**src/rtl/msg_tx_pkg.sv**
```systemverilog
// Shared types and constants for the message serial transmit stage.
// Imported by the top level and its testbench.
package msg_tx_pkg;

    typedef enum logic [1:0] {
        Idle  = 2'd0,
        Start = 2'd1,
        Data  = 2'd2,
        Stop  = 2'd3
    } txState_t;

    localparam int DEFAULT_CLKS_PER_BIT = 868;
    localparam int DATA_BITS            = 8;

endpackage

```
**src/rtl/msg_p2s_uart_tx_bit_timer.sv**
```systemverilog
// Bit-period timer: counts clocks within one serial bit while enabled.
// BitDone pulses on the last clock of each bit period.
module bit_timer #(
    parameter int CLKS_PER_BIT = 868
) (
    input  logic Clock,
    input  logic Clear,
    input  logic Enable,
    output logic BitDone
);

    localparam int CW = $clog2(CLKS_PER_BIT);
    localparam logic [CW-1:0] LAST = CW'(CLKS_PER_BIT - 1);

    logic [CW-1:0] count;

    always_ff @(posedge Clock or posedge Clear) begin
        if (Clear) begin
            count <= '0;
        end else if (!Enable || BitDone) begin
            count <= '0;
        end else begin
            count <= count + 1'b1;
        end
    end

    assign BitDone = Enable && (count == LAST);

endmodule

```
**src/rtl/msg_p2s_uart_tx.sv**
```systemverilog
// Parallel-to-serial 8N1 transmitter with a one-byte holding register
// in front of the shifter so consecutive frames run back-to-back.
module msg_p2s_uart_tx
    import msg_tx_pkg::*;
#(
    parameter int CLKS_PER_BIT = DEFAULT_CLKS_PER_BIT,
    parameter int STOP_BITS    = 1
) (
    input  logic       Clock,
    input  logic       Clear,
    input  logic       Load,
    input  logic [7:0] DataIn,
    output logic       Empty,
    output logic       Busy,
    output logic       Overrun,
    output logic       SerialOut
);

    localparam logic [2:0] LAST_BIT  = 3'(DATA_BITS - 1);
    localparam logic       LAST_STOP = (STOP_BITS == 2);

    txState_t   state;
    txState_t   stateNext;
    logic [7:0] hold;
    logic [7:0] holdNext;
    logic [7:0] shifter;
    logic [7:0] shifterNext;
    logic [2:0] bitCount;
    logic [2:0] bitCountNext;
    logic       stopCount;
    logic       stopCountNext;
    logic       emptyNext;
    logic       overrunNext;
    logic       lineNext;
    logic       frameLoad;
    logic       bitDone;
    logic       holdValid;

    assign holdValid = ~Empty;

    bit_timer #(
        .CLKS_PER_BIT(CLKS_PER_BIT)
    ) timer (
        .Clock  (Clock),
        .Clear  (Clear),
        .Enable (state != Idle),
        .BitDone(bitDone)
    );

    always_comb begin
        stateNext     = state;
        holdNext      = hold;
        shifterNext   = shifter;
        bitCountNext  = bitCount;
        stopCountNext = stopCount;
        emptyNext     = Empty;
        overrunNext   = Overrun;
        lineNext      = SerialOut;
        frameLoad     = 1'b0;

        unique case (state)
            Idle: begin
                lineNext  = 1'b1;
                frameLoad = holdValid;
            end
            Start: begin
                if (bitDone) begin
                    stateNext = Data;
                    lineNext  = shifter[0];
                end
            end
            Data: begin
                if (bitDone) begin
                    if (bitCount == LAST_BIT) begin
                        stateNext    = Stop;
                        lineNext     = 1'b1;
                        bitCountNext = '0;
                    end else begin
                        shifterNext  = shifter >> 1;
                        lineNext     = shifter[1];
                        bitCountNext = bitCount + 3'd1;
                    end
                end
            end
            Stop: begin
                if (bitDone) begin
                    if (stopCount != LAST_STOP) begin
                        stopCountNext = 1'b1;
                    end else begin
                        stopCountNext = 1'b0;
                        frameLoad     = holdValid;
                        if (!holdValid) begin
                            stateNext = Idle;
                        end
                    end
                end
            end
            default: begin
                stateNext = Idle;
                lineNext  = 1'b1;
            end
        endcase

        // Hand the pending byte to the shifter; start bit goes out next cycle.
        if (frameLoad) begin
            shifterNext  = hold;
            emptyNext    = 1'b1;
            stateNext    = Start;
            lineNext     = 1'b0;
            bitCountNext = '0;
        end

        if (Load) begin
            if (Empty) begin
                holdNext  = DataIn;
                emptyNext = 1'b0;
            end else begin
                overrunNext = 1'b1;
            end
        end
    end

    always_ff @(posedge Clock or posedge Clear) begin
        if (Clear) begin
            state     <= Idle;
            hold      <= '0;
            shifter   <= '0;
            bitCount  <= '0;
            stopCount <= 1'b0;
            Empty     <= 1'b1;
            Busy      <= 1'b0;
            Overrun   <= 1'b0;
            SerialOut <= 1'b1;
        end else begin
            state     <= stateNext;
            hold      <= holdNext;
            shifter   <= shifterNext;
            bitCount  <= bitCountNext;
            stopCount <= stopCountNext;
            Empty     <= emptyNext;
            Busy      <= (stateNext != Idle);
            Overrun   <= overrunNext;
            SerialOut <= lineNext;
        end
    end

endmodule

```
**config.mk**
```make
export PLATFORM = sky130hd
export DESIGN_NAME = msg_p2s_uart_tx
export DESIGN_NICKNAME = d
export VERILOG_FILES = /design/src/rtl/msg_tx_pkg.sv /design/src/rtl/msg_p2s_uart_tx_bit_timer.sv /design/src/rtl/msg_p2s_uart_tx.sv
export SDC_FILE = /design/constraint.sdc
export NUM_CORES = 1
export LEC_CHECK = 0
export ABC_AREA = 1
export CORE_MARGIN = 2
export CORE_UTILIZATION = 42
export DETAILED_ROUTE_END_ITERATION = 12
export PLACE_DENSITY = 0.72
export SLEW_MARGIN = 30
export SYNTH_ARGS = -nofsm -noshare
export SYNTH_HDL_FRONTEND = slang
export SYNTH_HIERARCHICAL = 1
export SYNTH_SLANG_ARGS = --single-unit
```
**constraint.sdc**
```tcl
create_clock -name Clock -period 2.8 [get_ports Clock]
set_clock_uncertainty 0.2 [all_clocks]
set_input_delay 0.56 -clock Clock [delete_from_list [all_inputs] [get_ports Clock]]
set_output_delay 0.56 -clock Clock [all_outputs]
set_load 0.01 [all_outputs]
```
### Word-level counts from Yosys, hierarchy flattened

Index checks and enable logic that the tools add are counted.

* register bits: 36
* latch bits: 0
* bits in writable memories: 0
* memory bits (read-only): 0
* input port bits: 11
* word-level logic and storage cells: 65
* memories: 0

* $add $sub $neg: 2
* multiply operators: 0
* divide/modulo/power cells: 0
* order comparisons: 0
* equality and inequality tests: 8
* shifts and indexed selects: 0
* mux-type cells: 29
* bitwise logic cells: 1
* reductions and logical operators: 15

Operator list (count)
* $mux 8: 4
* $mux 2: 7
* $mux 3: 4
* $add 10x1->10 const B: 1
* $eq 10x10->1 const B: 1
* $mux 1: 10
* $mux 10: 1
* $reduce_and 2->1: 4
* $reduce_bool 2->1: 4
* $ne 3x2->1 const B: 2
* $pmux 2 s3: 1
* $reduce_and 3->1: 2
* $eq 2x2->1 const B: 2
* $reduce_bool 4->1: 1
* $add 3x1->3 const B: 1
* $eq 3x3->1 const B: 1
* $pmux 1 s3: 1
* $eq 2x1->1 const B: 1
* $logic_not 2->1: 1
* $ne 2x2->1 const B: 1
* $pmux 1 s2: 1
* $logic_and 1x1->1: 1
* $logic_not 1->1: 1
* $logic_or 1x1->1: 1
* $not 1->1: 1

### Depth between registers and ports, before layout

* depth in word-level cells: 7
* gate-level depth with buffers: 12
* mapped depth without buffers: 12

### Cells and area by module

The synthesis kept the hierarchy.

Modules (own cells, without submodules)
* msg_p2s_uart_tx: instances 1, cells an instance 135, area an instance 1229.9 µm², seq. area each 628.1 µm²
* bit_timer: instances 1, cells an instance 76, area an instance 564.3 µm², seq. area each 250.2 µm²

### Worst setup path after synthesis

No wires, ideal clock.

* path type: register to register
* start point: register timer.count[0]
* end point: register shifter[1]
* setup time: 0.124 ns
* arrival time: 1.658 ns
* data required time: 2.476 ns
* slack: 0.818 ns
* cell stages (with the launch flop): 11
* clock period less this slack: 1.982 ns
* path through: dfrtp_1 -> ha_1 -> inv_1 -> nor2_1 -> nand4_1 -> nor2_1 -> nand2_2 -> nor2_4 -> nor2_4 -> nand2_1 -> nand3_1

* longest elaborated chain between the ends: 6

Ends and longest elaborated chain
* start, declared: RTL line msg_p2s_uart_tx_bit_timer.sv:15 `logic [CW-1:0] count;`
* start signal, assigned: RTL line msg_p2s_uart_tx_bit_timer.sv:23 `count <= count + 1'b1;`
* $eq 10x10->1 *: RTL line msg_p2s_uart_tx_bit_timer.sv:27 `assign BitDone = Enable && (count == LAST);`
* $logic_and 1x1->1 *: RTL line msg_p2s_uart_tx_bit_timer.sv:27
* via bitDone: RTL line msg_p2s_uart_tx.sv:36 `logic bitDone;`
* $mux 1: RTL line msg_p2s_uart_tx.sv:86 `if (bitDone) begin`
* $pmux 1 s2: RTL line msg_p2s_uart_tx.sv:61 `unique case (state)`
* $ne 2x2->1 (no line) or $reduce_bool 2->1 (tied branches)
* $reduce_and 3->1 (no line)
* end signal, assigned: RTL line msg_p2s_uart_tx.sv:137 `shifter <= shifterNext;`
* end, declared: RTL line msg_p2s_uart_tx.sv:26 `logic [7:0] shifter;`

Mark *: on every way through the listed nets, which the timed path passes. The rest lies on a longest branch.
A chain may end at the register's enable or synchronous reset.

### Worst setup path after layout

* start point: register timer.count[0]
* end point: register shifter[2]

The elaborated chain is that of the path after synthesis.

==> summary.md <==
| Metric | Value |
|---|---|
| Placer Congestion | 0.856 |
| Final setup TNS | 0 ps |
| Initial DRC count | 56 |
| Number of cells on the critical path | 12 |
| Global route total overflow | 0 |
| Synth Area in XOR/XNOR | 1.46% |
| Vias | 1,355 |
| Peak VDD IR | 0.575 mV |
| CTS Buf Count | 5 |
| Inserted Diodes | 0 |
| Synth cell types | 23 |
| Post-synthesis simple-gate area fraction | 29.6% |
| Initial Utilization | 44.2% |
| CP peak stage delay | 390 ps |
| Worst R2R End | shifter[2]$_DFFE_PP0P_ |
| Postcts setup bufs | 0 |
| Relative slew slack | 71.7% |
| Main combinational cell family by area after synthesis | simple AND/OR/NAND/NOR gates |
| Row cnt | 23 |
| Power density over cell area | 844 nW/um^2 |
| Detailed-route DRC error count | 0 |
| CTS tree | built |
| Post-synthesis register bit count | 35 |
| Synthesized Nets | 230 |
| Clk sinks | 35 |
| Worst r2r src | timer/count[0]$_DFF_PP0_ |
| Die Span Y | 69.4 microns |
| Antenna violation net count after detailed routing | 0 |
| Post-Synth Adder-Cell Area | 5.58% |
| Root buffer cell | clkbuf_8 |
| Area of the mapped netlist | 1790 sq um |
| Pre-Repair DR Iteration Count | 4 |
| Reg area | 878 sq um |
| Fin crit share | 82.2% |
| Fillers | 371 |
| LEAKAGE | 1.04 nW |
| Core Region | 4060 sq um |
| CP Data Required Time | 2770 ps |
| Crit-path slowest cell | dfrtp_1 |
| Crit path kind | register to register |
| CP startpoint kind | register |
| Worst hold path class | register to register |
| EDFF count, synth | 0 |
| CP top delay family | simple AND/OR/NAND/NOR gates |
| Final Slew Violations | 0 |
| Largest net degree at the start of global routing | 26 |
| Initial antenna violation count | 0 |
| CP Buf/Inv Count | 2 |
| Synthesized area per cell | 8.50 sq um |
| R2R setup slack | 500 ps |
| Gr usage total | 13.5% |
| Post-Place Cell Area | 2000 sq um |
| Post-synthesis compound-gate area fraction | 2.93% |
| Final Total Pwr | 1.78 mW |
| Area of the multi-input gates | 801 sq um |
| Net count, final | 251 |
| Post-Route WL | 3.01 mm |
| CP Max Fanout | 14 |
| Resize count post-CTS | 0 |
| CP cell instances | ha_1, inv_1, nor2_1, nand4_1, nor2_1, nand2_1, nand2_1, nand2_2, inv_4, nor2_4, nand2_1, nand3_1 |
| R2r worst-path depth | 12 |
| First-pass GRT wire length | 5.38 mm |
| I/O pin count | 15 |
| Critical Path AT | 2270 ps |
| HPWL Detailed | 2.23 mm |
| Clock-pin transition on the worst setup and hold timing paths | 80 ps |
| CP startpoint | timer/count[0]$_DFF_PP0_ |
| Mapped Cells | 211 |
| Sequential share of the synthesized area | 49.0% |
| Post-route cell area | 2110 sq um |
| P&R area growth vs syn | 17.6% |
| Top FF cell, synth | dfrtp_1 |
| Die ar. | 4810 sq um |
| Maxcap violations | 0 |
| Post-synthesis mux area share | 5.02% |
| Vias in the first global route | 1,212 |
| Final hold viol count | 0 |
| Crit path to | shifter[2]$_DFFE_PP0P_ |
| RSZ-0062 raised after global routing | false |
| Setup violators final | 0 |
| Wire per inst | 10.7 microns |
| Quantity of I/O buffers inserted on ports | 14 |
| Fraction of layout cells with a size suffix above 1 | 13.7% |
| Via density | 4.79 |
| Share of flip-flops with an asynchronous set or reset | 100% |
| Htree depth | 2 |
| Fmax | 434 MHz |
| Die W | 69.4 microns |
| Cell repeated most along the worst path | nand2_1 |
| Warnings, synthesis | 6 |
| Worst Tran Pin Value | 423 ps |
| Status | completed |
| Min cycle time layout | 2300 ps |
| Worst setup EP type | register |
| Hold Buf Count CTS | 0 |
| Clock Path Buffers | 2 |
| Clk_lat worst skew | 280 ps |
==> final cells by class <==
type	instances	share of cell area, %
well taps	50	2.97
clock inverters	3	2.08
repair buffers	15	7.00
flip-flops and latches	35	41.6
inverters	28	5.10
multi-input cells	147	38.0
clock buffers	5	3.26
==> cells by family (layout without fill, tap and decap cells) <==
| kind of cell | after synthesis | in the layout |
|---|---|---|
| multiplexers | 8 | 8 |
| buffers and inverters | 29 | 51 |
| flip-flops | 35 | 35 |
| AND/OR/NAND/NOR | 120 | 120 |
| AO/OA/AOI/OAI | 8 | 8 |
| adder cells (fa/ha/maj) | 8 | 8 |
| XOR/XNOR | 3 | 3 |
==> synth_stat cells (2+ instances only) <==
cell type	instances	area (sq um)
nand3_1	18	90.1
dfstp_2	2	52.6
nand2_1	61	229
nor2_2	3	18.8
nor2_4	3	33.8
xnor2_1	2	17.5
nand4_1	4	25.0
ha_1	8	100
mux2_2	8	90.1
dfrtp_1	33	826
nand2_2	5	31.3
nor2_1	25	93.8
o21ai_0	2	10.0
inv_1	27	101
o21bai_1	2	15.0
==> cell usage in the layout (no fill, tap or decap), drive strengths merged <==
cell type	n
a21o	1
a21oi	1
buf	1
bufinv	1
clkbuf	5
clkdlybuf4s50	14
clkinv	2
dfrtp	33
dfstp	2
ha	8
inv	28
mux2	8
nand2	66
nand3	19
nand4	4
nor2	31
o211a	1
o21ai	3
o21bai	2
xnor2	2
xor2	1
==> metal layers <==
metal  vias to the layer above  GRT usage, %  part of all wire, %
li1                        706             -                    -
met2                        20          19.3                   44
met1                       627          19.5                   52
met3                         2          3.05                  3.0
met5                         -             0                    0
met4                         0          5.88                 0.90
==> flip-flops by register name (all words and copies together), names as in the netlist <==
signal / cells
Empty: 1
shifter: 8
timer/count: 10
state: 2
Overrun: 1
bitCount: 3
hold: 8
Busy: 1
SerialOut: 1
==> tightest hold or removal path: cells and delay by family, from the launching register on <==
family | cells | cell delay [ps]
flip-flops | 1 | 340
AND/OR/NAND/NOR | 2 | 100
==> report_power, final <==
| part | leakage, nW | switching, mW | total [mW] | internal (mW) |
|---|---|---|---|---|
| clock network | 0.0581 | 0.181 | 0.446 | 0.265 |
| registers | 0.441 | 0.100 | 0.778 | 0.678 |
| logic | 0.538 | 0.316 | 0.555 | 0.239 |
==> worst min path at each step <==
stage,startpoint,endpoint,slack [ps],cells after the start
floorplan,Clear,timer/count[0]$_DFF_PP0_,200,1
global placement,hold[7]$_DFFE_PP0P_,shifter[7]$_DFFE_PP0P_,260,2
detailed placement,hold[7]$_DFFE_PP0P_,shifter[7]$_DFFE_PP0P_,260,2
CTS,hold[7]$_DFFE_PP0P_,shifter[7]$_DFFE_PP0P_,280,2
global route,shifter[4]$_DFFE_PP0P_,shifter[4]$_DFFE_PP0P_,310,2
finish,shifter[7]$_DFFE_PP0P_,shifter[7]$_DFFE_PP0P_,270,2
==> through the flow <==
stage | hold WS, ps | worst slack (ps) | cells | util (%)
after global routing | 305 | 188 | 283 | 52.0
after detailed placement | 261 | 482 | 275 | 49.2
final | 273 | 498 | 283 | 52.0
after CTS | 278 | 485 | 283 | 52.0
after floorplan | 200 | 818 | 211 | -
after global placement | 259 | 572 | 275 | 49.2
(Power assumes the default switching activity.)
